[config.mk]
export PLATFORM = sky130hd
export DESIGN_NAME = pstruct_array_arbiter
export DESIGN_NICKNAME = d
export VERILOG_FILES = /design/src/rtl/pstruct_arb_pkg.sv /design/src/rtl/pstruct_array_arbiter_rr_arbiter.sv /design/src/rtl/pstruct_array_arbiter.sv
export SDC_FILE = /design/constraint.sdc
export NUM_CORES = 1
export LEC_CHECK = 0
export ABC_AREA = 1
export BUFFER_PORTS_ARGS = -buffer_cell sky130_fd_sc_hd__buf_4
export CORE_ASPECT_RATIO = 0.5
export CORE_UTILIZATION = 40
export CTS_CLUSTER_SIZE = 24
export DETAILED_ROUTE_END_ITERATION = 8
export SLEW_MARGIN = 20
export SYNTH_ARGS = -nofsm -noshare
export SYNTH_HDL_FRONTEND = slang
export SYNTH_SLANG_ARGS = --single-unit
[constraint.sdc]
create_clock -name clk -period 3.2 [get_ports clk]
set_input_delay 0.32 -clock clk [delete_from_list [all_inputs] [get_ports clk]]
set_output_delay 0.32 -clock clk [all_outputs]
set_load 0.1 [all_outputs]
[src/rtl/pstruct_arb_pkg.sv]
// Shared types and default sizing for the packed-struct array arbiter.
// entry_t wraps one array entry; state_e is the one-hot sequencer state.
package pstruct_arb_pkg;

    localparam int DEF_NREQ  = 4;
    localparam int DEF_DEPTH = 5;
    localparam int DEF_WIDTH = 33;
    localparam int DEF_IDX_W = 3;

    typedef struct packed {
        logic [DEF_WIDTH-1:0] data;
    } entry_t;

    // One-hot so the state register can be exported directly for trace capture.
    typedef enum logic [4:0] {
        S_IDLE  = 5'b00001,
        S_SERVE = 5'b00010,
        S_RESP  = 5'b00100,
        S_CLEAR = 5'b01000,
        S_ERR   = 5'b10000
    } state_e;

endpackage

[src/rtl/pstruct_array_arbiter_rr_arbiter.sv]
// Combinational round-robin pick: first set request at or above ptr, wrapping.
// The caller owns the pointer register and decides when to advance it.
module rr_arbiter #(
    parameter int NREQ = 4
) (
    input  logic [NREQ-1:0]         req,
    input  logic [$clog2(NREQ)-1:0] ptr,
    output logic [NREQ-1:0]         win_oh,
    output logic [$clog2(NREQ)-1:0] win_idx,
    output logic                    any
);

    localparam int PTR_W = $clog2(NREQ);

    int cand;

    // NOTE: every output gets a default before the search loop, so no latch is inferred.
    always_comb begin
        win_oh  = '0;
        win_idx = '0;
        any     = 1'b0;
        cand    = 0;
        for (int i = 0; i < NREQ; i++) begin
            cand = int'(ptr) + i;
            if (cand >= NREQ) begin
                cand = cand - NREQ;
            end
            if (!any && req[cand]) begin
                any          = 1'b1;
                win_idx      = PTR_W'(cand);
                win_oh[cand] = 1'b1;
            end
        end
    end

endmodule

[src/rtl/pstruct_array_arbiter.sv]
// Round-robin arbiter/sequencer owning a small packed-struct register array:
// single read or write per grant, bulk clear, and out-of-range index flagging.
module pstruct_array_arbiter
    import pstruct_arb_pkg::*;
#(
    parameter int NREQ  = DEF_NREQ,
    parameter int DEPTH = DEF_DEPTH,
    parameter int WIDTH = DEF_WIDTH,
    parameter int IDX_W = DEF_IDX_W
) (
    input  logic                             clk,
    input  logic                             rst_n,
    input  logic [NREQ-1:0]                  req,
    input  logic [NREQ-1:0]                  we,
    input  logic [NREQ-1:0][IDX_W-1:0]       idx,
    input  logic [NREQ-1:0][WIDTH-1:0]       wdata,
    output logic [NREQ-1:0]                  gnt,
    output logic                             rvalid,
    output logic [WIDTH-1:0]                 rdata,
    output logic [$clog2(NREQ)-1:0]          rid,
    output logic                             err,
    input  logic                             clr_start,
    output logic                             clr_busy,
    output logic [4:0]                       state
);

    localparam int RID_W = $clog2(NREQ);
    localparam logic [IDX_W:0]   DEPTH_X  = (IDX_W+1)'(DEPTH);
    localparam logic [IDX_W-1:0] LAST_IDX = IDX_W'(DEPTH - 1);
    localparam logic [RID_W-1:0] LAST_REQ = RID_W'(NREQ - 1);

    state_e                 state_q, state_d;
    entry_t [DEPTH-1:0]     mem_q;
    logic   [RID_W-1:0]     ptr_q;
    logic   [NREQ-1:0]      gnt_q;
    logic   [WIDTH-1:0]     rdata_q;
    logic   [RID_W-1:0]     rid_q;
    logic                   cur_we;
    logic   [IDX_W-1:0]     cur_idx;
    logic   [WIDTH-1:0]     cur_wdata;
    logic   [RID_W-1:0]     cur_id;
    logic   [IDX_W-1:0]     clr_cnt;

    logic   [NREQ-1:0]      win_oh;
    logic   [RID_W-1:0]     win_idx;
    logic                   req_any;

    rr_arbiter #(.NREQ(NREQ)) u_rr (
        .req     (req),
        .ptr     (ptr_q),
        .win_oh  (win_oh),
        .win_idx (win_idx),
        .any     (req_any)
    );

    always_ff @(posedge clk or negedge rst_n) begin
        if (!rst_n) begin
            state_q <= S_IDLE;
        end else begin
            state_q <= state_d;
        end
    end

    always_comb begin
        state_d = state_q;
        unique case (state_q)
            S_IDLE: begin
                if (clr_start) begin
                    state_d = S_CLEAR;
                end else if (req_any) begin
                    state_d = ({1'b0, idx[win_idx]} < DEPTH_X) ? S_SERVE : S_ERR;
                end
            end
            S_SERVE: state_d = cur_we ? S_IDLE : S_RESP;
            S_RESP:  state_d = S_IDLE;
            S_ERR:   state_d = S_IDLE;
            S_CLEAR: state_d = (clr_cnt == LAST_IDX) ? S_IDLE : S_CLEAR;
            default: state_d = S_IDLE;
        endcase
    end

    // NOTE: the array is reset with everything else because a reset must leave all entries zero;
    // sequential state below uses non-blocking assignments only.
    always_ff @(posedge clk or negedge rst_n) begin
        if (!rst_n) begin
            mem_q     <= '0;
            ptr_q     <= '0;
            gnt_q     <= '0;
            rdata_q   <= '0;
            rid_q     <= '0;
            cur_we    <= 1'b0;
            cur_idx   <= '0;
            cur_wdata <= '0;
            cur_id    <= '0;
            clr_cnt   <= '0;
        end else begin
            gnt_q <= '0;
            unique case (state_q)
                S_IDLE: begin
                    if (clr_start) begin
                        clr_cnt <= '0;
                    end else if (req_any) begin
                        gnt_q     <= win_oh;
                        ptr_q     <= (win_idx == LAST_REQ) ? '0 : win_idx + 1'b1;
                        cur_we    <= we[win_idx];
                        cur_idx   <= idx[win_idx];
                        cur_wdata <= wdata[win_idx];
                        cur_id    <= win_idx;
                    end
                end
                S_SERVE: begin
                    if (cur_we) begin
                        mem_q[cur_idx].data <= cur_wdata;
                    end else begin
                        rdata_q <= mem_q[cur_idx].data;
                        rid_q   <= cur_id;
                    end
                end
                S_CLEAR: begin
                    mem_q[clr_cnt] <= '0;
                    clr_cnt        <= clr_cnt + 1'b1;
                end
                default: ;
            endcase
        end
    end

    // Status outputs are single flop bits of the one-hot state register.
    assign state    = state_q;
    assign rvalid   = state_q[2];
    assign clr_busy = state_q[3];
    assign err      = state_q[4];
    assign gnt      = gnt_q;
    assign rdata    = rdata_q;
    assign rid      = rid_q;

endmodule

==> Word level (Yosys, flattened, before mapping) <==
Index checks and enable logic that the tools add are counted.
{ "totals": {"regBits": 253, "output_inout_bits": 47, "in_bits": 155, "rom_bits": 0, "elab_cells": 138, "mem_bits_rw": 0, "n_memories": 0, "latch_bits": 0} }
{ "classes": {"n_shift": 0, "n_lt_le_gt_ge": 18, "reduce_logical": 18, "mux": 63, "bitwise": 7, "div_mod_pow": 0, "eq_ne": 8, "add_sub_neg": 9, "multipliers": 0} }
{ "ops": {"columns": ["op", "count"], "rows": [
  ["one-hot mux 165 bit (2 select lines)", 1],
  ["demux 33 bit (select 3 bit)", 2],
  ["bitwise AND 165 bit", 1],
  ["bitwise mux 165 bit", 1],
  ["2-to-1 mux 165 bit", 1],
  ["NOT 165 bit", 1],
  ["2-to-1 mux 33 bit", 4],
  [">= comparator 32 x 1 -> 1 bit (second input constant)", 4],
  ["less-than comparator 32 x 4 -> 1 bit (second input constant)", 4],
  ["2-to-1 mux 32 bit", 4],
  ["binary-select mux 33 bit (select 3 bit)", 1],
  [">= comparator 32 x 4 -> 1 bit (second input constant)", 3],
  ["subtractor 32 x 4 -> 32 bit (second input constant)", 3],
  ["binary-select mux 33 bit (select 2 bit)", 1],
  ["2-to-1 mux 4 bit", 8],
  ["2-to-1 mux 1 bit", 17],
  ["2-to-1 mux 5 bit", 3],
  ["one-hot mux 5 bit (3 select lines)", 1],
  ["bitwise OR 4 bit", 3],
  ["binary-select mux 1 bit (select 2 bit)", 5],
  ["2-to-1 mux 2 bit", 5],
  ["logical AND 1 bit", 9],
  ["2-to-1 mux 3 bit", 3],
  ["demux 1 bit (select 2 bit)", 4],
  ["other kinds (24)", 34]
]} }

==> Depth between registers and ports, before layout <==
Gate-level depths: netlist of the first run.
{ "depth": {"word_depth": 22, "mapped_depth": 17} }

==> Modules after synthesis <==
A second synthesis of the first run with hierarchy kept.
{ "unflattened": {"cells_unflattened": 2641, "hier_area_um2": 16677.2} }
{ "modules_own_cells": {"columns": ["module", "seq_area_each_um2", "area_each_um2", "instances", "cells_per_inst"], "rows": [
  ["pstruct_array_arbiter", 6332.3, 16216.8, 1, 2564],
  ["rr_arbiter", 0.0, 460.4, 1, 77]
]} }

==> Least setup slack after synthesis of the first run <==
No wires, ideal clock.
{ "synth_path": {"kind": "register to register", "start": "register ptr_q[0]", "end": "register ptr_q[1]", "setup_ns": 0.125, "setup_slack_ns": 0.818, "arrival_time_ns": 2.257, "synth_period_minus_slack_ns": 2.382, "path_stages_with_launch": 16, "path_cell_list": "dfrtp_1 > buf_6 > inv_6 > ha_1 > inv_1 > nand3_1 > nand2_2 > inv_2 > nand3_4 > inv_2 > nor2_2 > buf_6 > buf_6 > ha_1 > nand2_1 > o21ai_1"} }
{ "synth_via": {"elab_chain_cells": 17} }
{ "synth_lines": {"columns": ["element", "line", "rtl"], "rows": [
  ["start: declaration", "pstruct_array_arbiter.sv:34", "logic [RID_W-1:0] ptr_q;"],
  ["start signal: assignment", "pstruct_array_arbiter.sv:104", "ptr_q <= (win_idx == LAST_REQ) ? '0 : win_idx + 1'b1;"],
  ["parallel branches: the longest is 14 deep, another holds subtractor 32 x 4 -> 32 bit", null, null],
  ["2-to-1 mux 2 bit (*)", "pstruct_array_arbiter_rr_arbiter.sv:28", "if (!any && req[cand]) begin"],
  ["via u_rr.win_idx[0]", "pstruct_array_arbiter_rr_arbiter.sv:9", "output logic [$clog2(NREQ)-1:0] win_idx,"],
  ["adder 2 x 1 -> 2 bit / == test 2 bit (equally long branches)", "pstruct_array_arbiter.sv:104", null],
  ["2-to-1 mux 2 bit (*)", "pstruct_array_arbiter.sv:104", null]
]} }
Mark *: on every way through the listed nets, which the timed path passes. The select of a mux whose other input is x is not followed.
A chain may end at the register's enable or synchronous reset.

==> Worst setup path in the final report of the first run <==
{ "layout_path": {"start": "register ptr_q[1]", "end": "register cur_wdata[7]"} }
{ "layout_via": {"elab_chain_cells": 17} }
{ "layout_lines": {"columns": ["element", "line", "rtl"], "rows": [
  ["parallel branches: the longest is 17 deep, another holds subtractor 32 x 4 -> 32 bit", null, null],
  ["end signal: assignment", "pstruct_array_arbiter.sv:107", "cur_wdata <= wdata[win_idx];"],
  ["end: declaration", "pstruct_array_arbiter.sv:40", "logic [WIDTH-1:0] cur_wdata;"]
]} }
Parallel ways; which one is timed is not known. The select of a mux whose other input is x is not followed.

==> results of run 1 <==
[through the flow]
step	total power, mW	cell area [sq um]	instances
6_report	16.88	15150	1859
5_1_grt	17.83	15150	1858
4_1_cts	16.89	15150	1858
3_5_place_dp	13.92	14340	1815
3_3_place_gp	13.73	14340	1815
2_1_floorplan	11.52	12320	1263
[tightest hold or removal path, cell delays in order]
cell      delay [ps]
buf_4             80
o211ai_2          80
o211ai_2          60
[state kept, by name, indices dropped and copies added, names as in the netlist, 3 cells and up]
signal     cells
gnt            4
rdata         33
clr_cnt        3
cur_wdata     33
state          5
mem_q        165
cur_idx        3
[routing by layer]
metal | vias to the layer above | global-route usage [%] | share of wire, %
met3 | 68 | 5.374 | 7.9
met1 | 5400 | 37.79 | 44
li1 | 4787 | - | -
met4 | 0 | 5.918 | 1.9
met5 | - | 0 | 0
met2 | 460 | 41.94 | 46
[logic make-up (layout without fill, tap and decap cells)]
logic type	count (synthesis)	in the layout	share of synthesized area, %
AND/OR/NAND/NOR	256	256	10.66
flip-flops	253	253	51.41
other	0	1	0
buffers and inverters	301	505	10.36
adder cells (fa/ha/maj)	7	7	0.7111
AO/OA/AOI/OAI	446	446	26.86
[cell type report]
type	count	area, sq um
inverter	218	825.8
tap	391	489.2
multi-input combinational	709	4750
timing repair buffer	245	1949
antenna	1	2.502
clock buffer	35	723.2
fill	2705	14470
sequential	253	6332
clock inverter	7	77.57
[where the power goes]
| part | total, mW | internal [mW] | leakage, nW | switching (mW) |
|---|---|---|---|---|
| Sequential | 5.06 | 4.33 | 3.38 | 0.727 |
| Combinational | 8.88 | 2.53 | 3.35 | 6.35 |
| Clock | 2.94 | 1.66 | 0.396 | 1.28 |
| Total | 16.9 | 8.52 | 7.12 | 8.36 |
[path summary, 6_finish.rpt]
path,end,slack [ps],depth (start not counted)
worst max-delay path,cur_wdata[7]$_DFFE_PN0P_,410,13
worst min-delay path,cur_wdata[3]$_DFFE_PN0P_,40,3
worst max register to register,cur_wdata[7]$_DFFE_PN0P_,410,13
worst min register to register,rid[0]$_DFFE_PN0P_,490,2
max in group asynchronous,state[0]$_DFFE_PN1P_,1940,3
min in group asynchronous,ptr_q[1]$_DFFE_PN0P_,430,2
[timing repair]
item,in CTS,in global routing
resized for setup,0,0
hold buffers,1,0
hold endpoints to repair,93,0
[layout by cell type (no fill, tap or decap), drive strengths merged]
cell         Yosys  layout
dfstp            1       1
o221ai           1       1
dfrtp          252     252
o22ai          138     138
nand4            5       5
o31ai            3       3
dlygate4sd3      0       1
a2bb2oi         33      33
a221oi          44      44
nand2          114     114
a31oi            1       1
ha               7       7
a21oi           40      40
or2             34      34
inv            216     217
buf             40     244
clkbuf          43      35
diode            0       1
o211ai          81      81
a21boi           1       1
nand3           47      47
a22oi            1       1
o21ai          102     102
clkinv           2       6
nor3             6       6
bufinv           0       1
a221o            1       1
clkinvlp         0       1
nor2            50      50
==> metrics.md, run 1 <==
| Metric | Value |
|---|---|
| Worst setup path start | ptr_q[1]$_DFFE_PN0P_ |
| Setup violators final | 0 |
| DRT Wirelength | 41,630 microns |
| DRC violations left | 0 |
| Clock transition at the registers of the reported paths | 60 ps |
| Core Util, Final | 51.15% |
| Post-synth EDFFs | 0 |
| Largest net degree at the start of global routing | 97 |
| DP Worst Slack | 441.0 ps |
| Max transition margin | 46.14% |
| Crit path DAT | 3190 ps |
| Final hold vios | 0 |
| Synth area leaders | dfrtp_1 (51%), o211ai_2 (7.6%), o22ai_1 (7.0%) |
| Setup TNS Final | 0 ps |
| Share of layout cells above drive strength 1 | 27.74% |
| Crit path kind | reg2reg |
| Share of the synthesized area in the top cell type | 51.20% |
| Slew @ Worst Pin | 807.9 ps |
| Final period util | 87.15% |
| WHS | 40.19 ps |
| Synth warn | 0 |
| Top-count cell post-synth | dfrtp_1 |
| Die H | 126.1 microns |
| Final ANT Viol Nets | 0 |
| Pwr/cell area | 1114 nW/um^2 |
| Crit-path slowest cell | dfrtp_1 |
| Synth unique cells | 44 |
| Maximum root-to-sink buffer count | 3 |
| Nets | 1,614 |
| Crit Path Max Fanout | 19 |
| CP peak stage delay | 450 ps |
| Synth cell count leaders | dfrtp_1 (252), inv_1 (205), o22ai_1 (138) |
| Die W | 250.2 microns |
| Hpwl dp | 27,780 microns |
| Hold path startpoint | wdata[3] |
| Async set-reset flop share out of synthesis | 100.0% |
| MaxCap Viol Count | 0 |
| I/O pins | 202 |
| Worst Hold Class | in2reg |
| Syn Inst Count | 1,263 |
| GR Overflow Total | 0 |
| Initial antenna violation count | 0 |
| Maximum VDD drop | 486.9 uV |
| Setup WS post-layout | 411.2 ps |
| Core ar. | 29,620 sq um |
| Worst-path cell chain | inv_1, ha_1, inv_1, nand3_1, nand2_2, inv_2, nand3_4, inv_2, nor2_4, buf_4, nand2_1, o211ai_2, o211ai_2 |
| CP Launch Type | register |
| Skew final | 26.61 ps |
| Final min period | 2789 ps |
| Routability-driven placement congestion ratio | 0.8993 |
| GRT Total Usage | 26.59% |
| CP top delay family | simple AND/OR/NAND/NOR gates |
| Outcome | completed |
| Ys flop type | dfrtp_1 |
| Avg Synthesized Cell Area | 9.752 sq um |
| Post CTS Setup Buffer Count | 0 |
| Htree depth | 1 |
| DRT iter0 DRCs | 949 |
| Via count | 10,720 |
| Die area | 31,540 sq um |
| Via/cell ratio | 5.764 |
| Vias in the first global route | 10,790 |
| Clk sinks | 253 |
| CTS tree | built |
| Post-Syn Area | 12,320 sq um |
| CP Buf/Inv Count | 5 |
| Critical Path End Type | register |
| Post-synthesis sequential area ratio | 51.41% |
| CTS root buf | clkbuf_16 |
| First-pass GRT wire length | 64,310 microns |
| Yosys top cell by area | dfrtp_1 |
| Critical R2R Launch | ptr_q[1]$_DFFE_PN0P_ |
| Fmax | 358.6 MHz |
| Syn nets | 1,425 |
| Row count | 44 |
| Pleak | 7.120 nW |
| Critical Path RT | 3600 ps |
| Worst-skew pair later-pin latency | 560 ps |
| Max Slew Vio Count | 0 |
| RSZ-0062 raised after global routing | no |
| Synth Register Bits | 253 |
| DRT Pass-1 Iters | 5 |
| WL/cell | 22.40 microns |
| Area Growth Syn to Fin | 23.00% |
| Cts bufs inserted | 25 |
| # port buffers | 201 |
| Starting Density | 41.58% |
Power figures use the tool's default switching activity.
==> run 2, diff against run 1 <==
RECOVER_POWER = 100   (was unset)
==> run 2 against run 1 <==
  * The flow now finishes with violations (capacitance limit, slew limit)
  * Wire length hardly changed
  * Hold slack better by 2.4 ps
  * Combinational power is 4.6% lower
  * Sequential power hardly changed
  * Non-clock buffer count stayed put
  * Design area is 2.4% lower
  * First-iteration DRC count is 12% higher
  * Sequential share of layout area is 1.0 points higher
  * Clock skew is 2.5 ps lower
  * Critical endpoint is now cur_wdata[29]$_DFFE_PN0P_
==> metrics.md, run 2 (synthesis gave the netlist of run 1 again) <==
| Metric | Value |
|---|---|
| Met2 WL post-DR | 19,090 microns |
| DRT iter0 DRCs | 1,059 |
| Pwr/cell area | 1114 nW/um^2 |
| Maximum root-to-sink buffer count | 3 |
| Outcome | finished, violations left |
| Vias in the first global route | 10,790 |
| Register area | 6332 sq um |
| Largest net degree at the start of global routing | 97 |
| Hpwl dp | 27,780 microns |
| Seq pwr share | 30.7% |
| DP Worst Slack | 441.0 ps |
| Die H | 126.1 microns |
| RSZ-0062 raised after global routing | no |
| Critical R2R Launch | ptr_q[1]$_DFFE_PN0P_ |
| Worst-path cell chain | inv_1, ha_1, inv_1, nand2_1, nand2_4, nor2_8, nand3_4, inv_2, nand2_4, nand2_8, inv_4, nor2_4, buf_12, o211ai_1, o211ai_2 |
| Commonest cells after routing, fill and taps aside | dfrtp_1 (252), inv_1 (209), buf_4 (176) |
| Setup WS post-layout | 313.1 ps |
| Row count | 44 |
| Worst-skew pair later-pin latency | 560 ps |
| Max Used Layer | met4 |
| Crit-path slowest cell | dfrtp_1 |
| Area Growth Syn to Fin | 20.03% |
| GR Overflow Total | 0 |
| Internal reg-to-reg setup slack | 310 ps |
| CTS tree | built |
| Net Sw Power | 8.271 mW |
| Most common cell after layout, fill and taps aside | dfrtp_1 |
| Final hold vios | 0 |
| Core ar. | 29,620 sq um |
| Met3 Wirelength | 3139 microns |
| Critical Path RT | 3660 ps |
| Final min period | 2887 ps |
| Crit path kind | reg2reg |
| Via count | 10,770 |
| Worst Hold End | cur_wdata[4]$_DFFE_PN0P_ |
| Hold depth | 3 |
| Met1 Routed Length | 18,500 microns |
| # resized after CTS | 0 |
| Failing checks | capacitance limit, slew limit |
| First-pass GRT wire length | 64,310 microns |
| MaxCap Viol Count | 1 |
| Max transition margin | -58.83% |
| # port buffers | 201 |
| Worst R2R End | cur_wdata[29]$_DFFE_PN0P_ |
| Maximum VDD drop | 483.3 uV |
| Starting Density | 41.58% |
| Hold path startpoint | wdata[4] |
| Internal | 8.193 mW |
| Crit path DAT | 3350 ps |
| I/O pins | 202 |
| CP peak stage delay | 450 ps |
| Nets | 1,614 |
| WL/cell | 22.40 microns |
| Via/cell ratio | 5.794 |
| Initial antenna violation count | 0 |
| Clk sinks | 253 |
| Max Slew Vio Count | 94 |
| GRT Total Usage | 26.59% |
| Final ANT Viol Nets | 0 |
| Most flops, register | mem_q |
| Critical Path End Type | register |
| Share of layout cells above drive strength 1 | 22.49% |
| Setup TNS Final | 0 ps |
| CP Launch Type | register |
| Worst Hold Class | in2reg |
| Clock transition at the registers of the reported paths | 60 ps |
| DRT Wirelength | 41,640 microns |
| DRT Pass-1 Iters | 5 |
| Hold_buf cts | 1 |
| Cts bufs inserted | 25 |
| Fill count | 2,782 |
| CTS root buf | clkbuf_16 |
| Die W | 250.2 microns |
| Skew final | 24.14 ps |
| Routability-driven placement congestion ratio | 0.8993 |
| Combinational fraction of design power | 51.4% |
| DRC violations left | 0 |
| Crit Path Max Fanout | 19 |
| Fmax | 346.4 MHz |
| Max FFs per register | 165 |
| Multi-input logic area | 4653 sq um |
| Clock Power Share | 17.9% |
| Pleak | 6.845 nW |
| Htree depth | 1 |
| Setup violators final | 0 |
| Sw Share | 50.24% |
| Slew @ Worst Pin | 2382 ps |
| Final period util | 90.22% |
| Post CTS Setup Buffer Count | 0 |
| Die area | 31,540 sq um |
| Reg2reg path depth | 15 |
[run 2: layout make-up]
type                       count  share of cell area (%)
tap                          391                   3.309
sequential                   253                   42.83
antenna                        1                 0.01693
inverter                     218                   5.586
multi-input combinational    709                   31.47
clock inverter                 7                  0.5247
clock buffer                  35                   4.892
timing repair buffer         245                   11.37
[run 2: worst max-delay path by stage]
stage	startpoint	endpoint	slack, ps	cells past startpoint
6_report	ptr_q[1]$_DFFE_PN0P_	cur_wdata[29]$_DFFE_PN0P_	310	15
4_1_cts	ptr_q[1]$_DFFE_PN0P_	cur_wdata[7]$_DFFE_PN0P_	420	13
5_1_grt	state[1]$_DFFE_PN0P_	mem_q[155]$_DFFE_PN0P_	90	8
3_3_place_gp	ptr_q[1]$_DFFE_PN0P_	cur_wdata[7]$_DFFE_PN0P_	540	13
2_1_floorplan	ptr_q[0]$_DFFE_PN0P_	ptr_q[1]$_DFFE_PN0P_	820	15
3_5_place_dp	ptr_q[1]$_DFFE_PN0P_	cur_wdata[7]$_DFFE_PN0P_	440	13
[run 2: metrics by stage]
step,area [sq um],hold slack (ps),total power [mW],util [%],cells
6_report,14780,42.57,16.46,49.92,1859
5_1_grt,14780,28.18,17.39,49.91,1858
2_1_floorplan,12320,24.41,11.52,-,1263
4_1_cts,15150,21.27,16.89,51.14,1858
3_5_place_dp,14340,416.7,13.92,48.40,1815
3_3_place_gp,14340,400.8,13.73,48.40,1815
[run 2: per-layer routing]
layer	vias to the layer above	GRT usage (%)
li1	4793	-
met1	5439	37.79
met2	466	41.94
met3	73	5.374
met4	0	5.918
met5	-	0
[run 2: worst max-delay path, delay by kind of cell, from the launching register on]
family / cells / cell delay, ps
DFF: 1 / 450
and+or+nand+nor: 7 / 1040
AOI/OAI and AO/OA: 2 / 200
buffers and inverters: 5 / 650
adders and majority gates: 1 / 440
[run 2: power by group through the flow]
| stage | logic [mW] | clock network, mW | registers, mW |
|---|---|---|---|
| 2_1_floorplan | 4.98 | 0 | 6.54 |
| 3_3_place_gp | 8.68 | 0 | 5.05 |
| 3_5_place_dp | 8.84 | 0 | 5.09 |
| 4_1_cts | 8.87 | 2.98 | 5.04 |
| 5_1_grt | 9.10 | 3.13 | 5.16 |
| 6_report | 8.47 | 2.94 | 5.05 |
